`src/rtl/tick_to_level_gen.sv`:
```
// Tick-to-level stretcher: each input tick becomes a HIGH_CYCLES-wide level pulse followed by a LOW_CYCLES gap.
// Optional macro TICK_LEVEL_RETRIGGER_EN: a tick during HIGH extends the pulse instead of being queued.
module tick_to_level_gen #(
   parameter int unsigned HIGH_CYCLES = 4,
   parameter int unsigned LOW_CYCLES  = 2,
   parameter int unsigned PEND_W      = 2
) (
   input  logic              clk,
   input  logic              reset,
   input  logic              tick,
   output logic              level,
   output logic              busy,
   output logic [PEND_W-1:0] pending,
   output logic              overflow
);

   localparam int unsigned MAX_CYC = (HIGH_CYCLES > LOW_CYCLES) ? HIGH_CYCLES : LOW_CYCLES;
   localparam int unsigned CNT_W   = $clog2(MAX_CYC + 1);

   localparam logic [CNT_W-1:0]  HIGH_LOAD = CNT_W'(HIGH_CYCLES);
   localparam logic [CNT_W-1:0]  LOW_LOAD  = CNT_W'(LOW_CYCLES);
   localparam logic [CNT_W-1:0]  CNT_ONE   = CNT_W'(1);
   localparam logic [PEND_W-1:0] PEND_MAX  = '1;
   localparam logic [PEND_W-1:0] PEND_ONE  = PEND_W'(1);

   typedef enum logic [1:0] {
      IDLE = 2'd0,
      HIGH = 2'd1,
      GAP  = 2'd2
   } state_t;

   state_t           state;
   logic [CNT_W-1:0] cnt;

   logic last_c;
   logic pop_c;
   logic push_c;
   logic retrig_c;

   // Queue bookkeeping: which ticks are queued, which pending entry is replayed
   always_comb begin
      last_c   = (cnt == CNT_ONE);
      pop_c    = 1'b0;
      push_c   = 1'b0;
`ifdef TICK_LEVEL_RETRIGGER_EN
      retrig_c = tick && (state == HIGH);
`else
      retrig_c = 1'b0;
`endif
      case (state)
         HIGH: push_c = tick && !retrig_c;
         GAP: begin
            pop_c  = last_c && (pending != '0);
            // A tick at the final gap cycle with an empty queue starts the next pulse directly
            push_c = tick && !(last_c && (pending == '0));
         end
         default: begin
            pop_c  = 1'b0;
            push_c = 1'b0;
         end
      endcase
   end

   // State, counter and registered outputs
   always_ff @(posedge clk) begin
      if (reset) begin
         state    <= IDLE;
         cnt      <= '0;
         level    <= 1'b0;
         busy     <= 1'b0;
         pending  <= '0;
         overflow <= 1'b0;
      end else begin
         case (state)
            IDLE: begin
               if (tick) begin
                  state <= HIGH;
                  cnt   <= HIGH_LOAD;
                  level <= 1'b1;
                  busy  <= 1'b1;
               end
            end
            HIGH: begin
               if (retrig_c) begin
                  cnt <= HIGH_LOAD;
               end else if (last_c) begin
                  state <= GAP;
                  cnt   <= LOW_LOAD;
                  level <= 1'b0;
               end else begin
                  cnt <= cnt - CNT_ONE;
               end
            end
            GAP: begin
               if (last_c) begin
                  if ((pending != '0) || tick) begin
                     state <= HIGH;
                     cnt   <= HIGH_LOAD;
                     level <= 1'b1;
                  end else begin
                     state <= IDLE;
                     cnt   <= '0;
                     busy  <= 1'b0;
                  end
               end else begin
                  cnt <= cnt - CNT_ONE;
               end
            end
            default: begin
               state <= IDLE;
               cnt   <= '0;
               level <= 1'b0;
               busy  <= 1'b0;
            end
         endcase

         // Simultaneous push and pop leave the queue depth unchanged
         case ({push_c, pop_c})
            2'b10: begin
               if (pending != PEND_MAX) begin
                  pending <= pending + PEND_ONE;
               end else begin
                  overflow <= 1'b1;
               end
            end
            2'b01:   pending <= pending - PEND_ONE;
            default: pending <= pending;
         endcase
      end
   end

endmodule

```
`config.mk`:
```
export PLATFORM = sky130hd
export DESIGN_NAME = tick_to_level_gen
export DESIGN_NICKNAME = d
export VERILOG_FILES = /design/src/rtl/tick_to_level_gen.sv
export SDC_FILE = /design/constraint.sdc
export NUM_CORES = 1
export LEC_CHECK = 0
export BUFFER_PORTS_ARGS = -buffer_cell sky130_fd_sc_hd__buf_2
export CORE_UTILIZATION = 45
export CTS_BUF_LIST = sky130_fd_sc_hd__clkbuf_8
export DETAILED_ROUTE_END_ITERATION = 16
export GPL_TIMING_DRIVEN = 0
export PLACE_DENSITY = 0.73
export REMOVE_ABC_BUFFERS = 1
export SLEW_MARGIN = 25
export SYNTH_ARGS = -nofsm -noshare
export SYNTH_HDL_FRONTEND = slang
export SYNTH_SLANG_ARGS = --single-unit
```
`constraint.sdc`:
```
create_clock -name clk -period 1.8 [get_ports clk]
set_clock_uncertainty 0.15 [all_clocks]
set_input_delay 0.36 -clock clk [delete_from_list [all_inputs] [get_ports clk]]
set_output_delay 0.36 -clock clk [all_outputs]
set_load 0.005 [all_outputs]
```
# After elaboration in Yosys (flattened, before gate mapping)
# Cells that the tools add are included.
[totals]
reg_bits = 10
input_bits = 3
[op_classes]
add_sub_neg = 3
n_eq_ne = 12
n_bitwise = 2
muxes = 22
reduce_logical = 14
[ops]
columns = ["operator", "n"]
rows = [
  ["$ne A2 B2 Y1 const B", 7],
  ["$mux W3", 4],
  ["$pmux W3 S3", 1],
  ["$mux W1", 8],
  ["$mux W2", 4],
  ["$reduce_and A4 Y1", 2],
  ["$pmux W1 S3", 2],
  ["$pmux W2 S3", 1],
  ["$eq A2 B1 Y1 const B", 2],
  ["$eq A2 B2 Y1 const B", 2],
  ["$logic_not A2 Y1", 2],
  ["$pmux W2 S2", 1],
  ["$reduce_and A2 Y1", 2],
  ["$reduce_bool A2 Y1", 2],
  ["$eq A3 B1 Y1 const B", 1],
  ["$logic_and A1 B1 Y1", 3],
  ["$reduce_and A3 Y1", 1],
  ["$sub A3 B1 Y3 const B", 1],
  ["$add A2 B1 Y2 const B", 1],
  ["$not A1 Y1", 2],
  ["$pmux W1 S2", 1],
  ["$sub A2 B1 Y2 const B", 1],
  ["$logic_not A1 Y1", 1],
  ["$logic_or A1 B1 Y1", 1],
]

# Depth between registers and ports, before layout
[depth]
word_depth = 8
mapped_depth = 7
depth_no_buf = 6

# Least setup slack after synthesis
# No wires, ideal clock.
[synth_timing]
kind = "register -> register"
startpoint = "register state[0]"
endpoint = "register cnt[0]"
period_less_slack_ps = 1701
path_buffers = 0
t_required_ps = 1583
setup_ps = 67
stages_incl_launch_ff = 7
slack_ps = 99
t_arrival_ps = 1483
path_cell_list = "dfxtp_1 -> inv_1 -> ha_1 -> nor2b_2 -> or2_0 -> or3_1 -> a21oi_2"
[synth_via]
elab_chain_cells = 2
[synth_lines]
columns = ["element", "line", "source"]
rows = [
  ["from (decl)", "32", "state_t state;"],
  ["from (signal assigned)", "67", "state <= IDLE;"],
  ["from (signal assigned)", "77", "state <= HIGH;"],
  ["from (signal assigned)", "87", "state <= GAP;"],
  ["$eq A2 B2 Y1 (tied with other cells)", "74", "case (state)"],
  ["$pmux W3 S3 or $ne A2 B2 Y1 (tied branches)", "n/a", ""],
  ["to (signal assigned)", "91", "cnt <= cnt - CNT_ONE;"],
  ["to (signal assigned)", "106", "cnt <= cnt - CNT_ONE;"],
  ["to (decl)", "33", "logic [CNT_W-1:0] cnt;"],
]
# Several ways; a longest one is shown, not always the timed one.
# A chain may end at the register's enable or synchronous reset.

# Worst setup path after layout
[layout_timing]
startpoint = "register state[1]"
endpoint = "register cnt[0]"
# Same word-level chain as after synthesis.

==> impl_results.md <==
* 1st-iter DRT viols at 20
* Max Root-Sink Buffers at 2
* First-pass GRT wire length at between 1500 and 2000 um
* Root buf cell: clkbuf_8
* Area Overhead vs Synth at 17.7%
* Core area at ~1300 um^2
* Row count at 13
* Largest net degree at the start of global routing at 11
* Starting Density at ~50%
* Worst Min Path Start: reset
* Crit Path Category: register to register
* Yosys warns at 0
* H-tree levels at 1
* Period utilization at a little over nine tenths
* Via density at 5.68
* Post-route design area at approximately 770 um^2
* Fraction of layout cells with a size suffix above 1 at between 20% and 30%
* DR WL/cell at 12.7 um
* CTS sink cnt at 10
* Synth top area cells: dfxtp_1 31%, ha_1 13%, a21oi_1 4.6%
* Total CTS buffers at 3
* Diodes inserted at 0
* CP max FO at 6
* Tmin final at 1.71 ns
* I/O pin count at 8
* Worst EP arrival at about 1.7 ns
* CP Launch Point: state[1]
* Post-synth cell types at 31
* Worst Max-Slew Pin Slew at roughly 0.36 ns
* Worst hold slack at about 0.27 ns
* Initial antenna violation count at 0
* Status: complete, no violations
* FF-to-FF Start: state[1]
* Yosys top cell area share at between 30% and 40%
* CP Data Required Time at 1.83 ns
* DIE HEIGHT at ~40 um
* Prevailing post-synth register cell: dfxtp_1
* Worst VDD drop at between 0.5 and 0.6 mV
* Placed Cells at 97
* Critical path endpoint category: register
* Antenna-violating nets left at 0
* Most common cell in the synthesized netlist: dfxtp_1
* CTS tree: yes
* Die Footprint at around 1600 um^2
* Remaining Overflow, GRT at 0
* Peak Freq at between 500 and 600 MHz
* FF-to-FF path depth at 6
* Dpl hpwl at 857 um
* Clock Latency Late Sink at between 0.2 and 0.25 ns
* Synth top cells by count: 10 x dfxtp_1, 8 x inv_1, 8 x nor2_1
* Flops & latches, synth at 10
* Endpoints failing setup at 0
* Hold path cells at 2
* Top cell type by total area after synthesis: dfxtp_1
* Total power draw at ~0.9 mW
* Final RePlAce weighted congestion at roughly 0.73
* DR pass1 iterations at 4
* Max_slew headroom at between 70 and 80%
* Nets at a little under 100
* Post-synth ARST share at 0%
* GRT Total Usage at a little under a fifth
* Hold WC Path Type: input pin to register
* Max Slew Vio Count at 0
* Fin. Hold Viols at 0
* Post-Route WL at 1280 um
* Syn Inst Count at 77
* Vias in the first global route at 407
* Leakage power at about 0.3 nW
* Port bufs at 7
* Die X at about 40 um
* Pwr Density at around 1100 nW/um^2
* Vias at about 570
* Cell area after synthesis at roughly 650 um^2
* Seq/Total Area, Yosys at 30.8%
* Max-cap violations at 0
* Fin cells at between 100 and 150
* Post-synth EDFFs at 0
* Synthesized area per cell at between 8 and 9 um^2
* Cell Area, Placed at around 700 um^2
* Unrepaired setup endpoints after global routing: no
* CP Launch Type: register
* DRC violations left at 0
* Clock transition at the registers of the reported paths at roughly 0.05 ns
-- placed cells by master, fill, tap and decap left out, drive strengths merged, types with 3 or more instances in the layout --
master,n
dfxtp,10
inv,8
nor2,8
buf,7
a21oi,7
ha,7
nand2,6
clkbuf,4
o21ai,3
-- power by group --
group          switching (mW)  leakage [nW]  internal [mW]
clock network           0.104        0.0288          0.193
logic                   0.157         0.189          0.129
registers              0.0337        0.0822          0.260
-- metal layers --
layer	part of all wire (%)	track usage, %	up-vias
li1	-	-	292
met1	49	25.3	262
met2	43	25.8	16
met3	5.1	5.00	4
met4	2.1	10.3	0
met5	0	0	-
-- cell type report --
class,instances,area [um^2]
clock buffer,4,55.1
sequential,10,201
inverter,8,30.0
fill,116,552
tap,15,18.8
timing repair buffer,7,35.0
multi-input combinational,57,425
-- cell families (layout without fill, tap and decap cells) --
group | after synthesis | count (layout) | share of synthesized area, %
compound gates | 23 | 23 | 27.7
flops | 10 | 10 | 30.8
mux | 1 | 1 | 1.54
fa+ha+maj | 7 | 7 | 13.5
buf+inv | 10 | 19 | 5.96
simple gates | 26 | 26 | 20.6
-- what timing repair did --
| action | in CTS | in global routing |
|---|---|---|
| hold endpoints to repair | 0 | 0 |
| gates resized for setup | 1 | 5 |
| buffers inserted | 0 | 0 |
| hold buffers | 0 | 0 |
| endpoints found under the setup margin | 1 | 3 |
| pin swaps | 0 | 0 |
-- path summary, 6_finish.rpt --
| path | end | slack, ns |
|---|---|---|
| max | cnt[0] | 0.09 |
| max reg2reg | cnt[0] | 0.09 |
| min reg2reg | level | 0.32 |
| min | cnt[0] | 0.27 |
-- state kept, by name, summed over array words and instances, names as in the netlist --
signal / count
pending: 2
overflow: 1
cnt: 3
busy: 1
state: 2
level: 1
-- per-stage QoR --
| step | util, % | TNS (ns) | setup WS, ns |
|---|---|---|---|
| finish | 58.1 | 0 | 0.0896 |
| global route | 58.1 | 0 | 0.00124 |
| CTS | 57.1 | 0 | 0.0148 |
| detailed placement | 52.8 | -0.0212 | -0.0212 |
| global placement | 52.8 | -0.000332 | -0.000332 |
| floorplan | - | 0 | 0.101 |
-- critical path, stage by stage (launching register included) --
cell and delay (ns):
dfxtp_1 0.37, inv_1 0.10, ha_2 0.22, nor2b_4 0.15
or2_0 0.22, or3_1 0.33, a21oi_2 0.11
No activity file was read; power rests on OpenSTA's default activity.
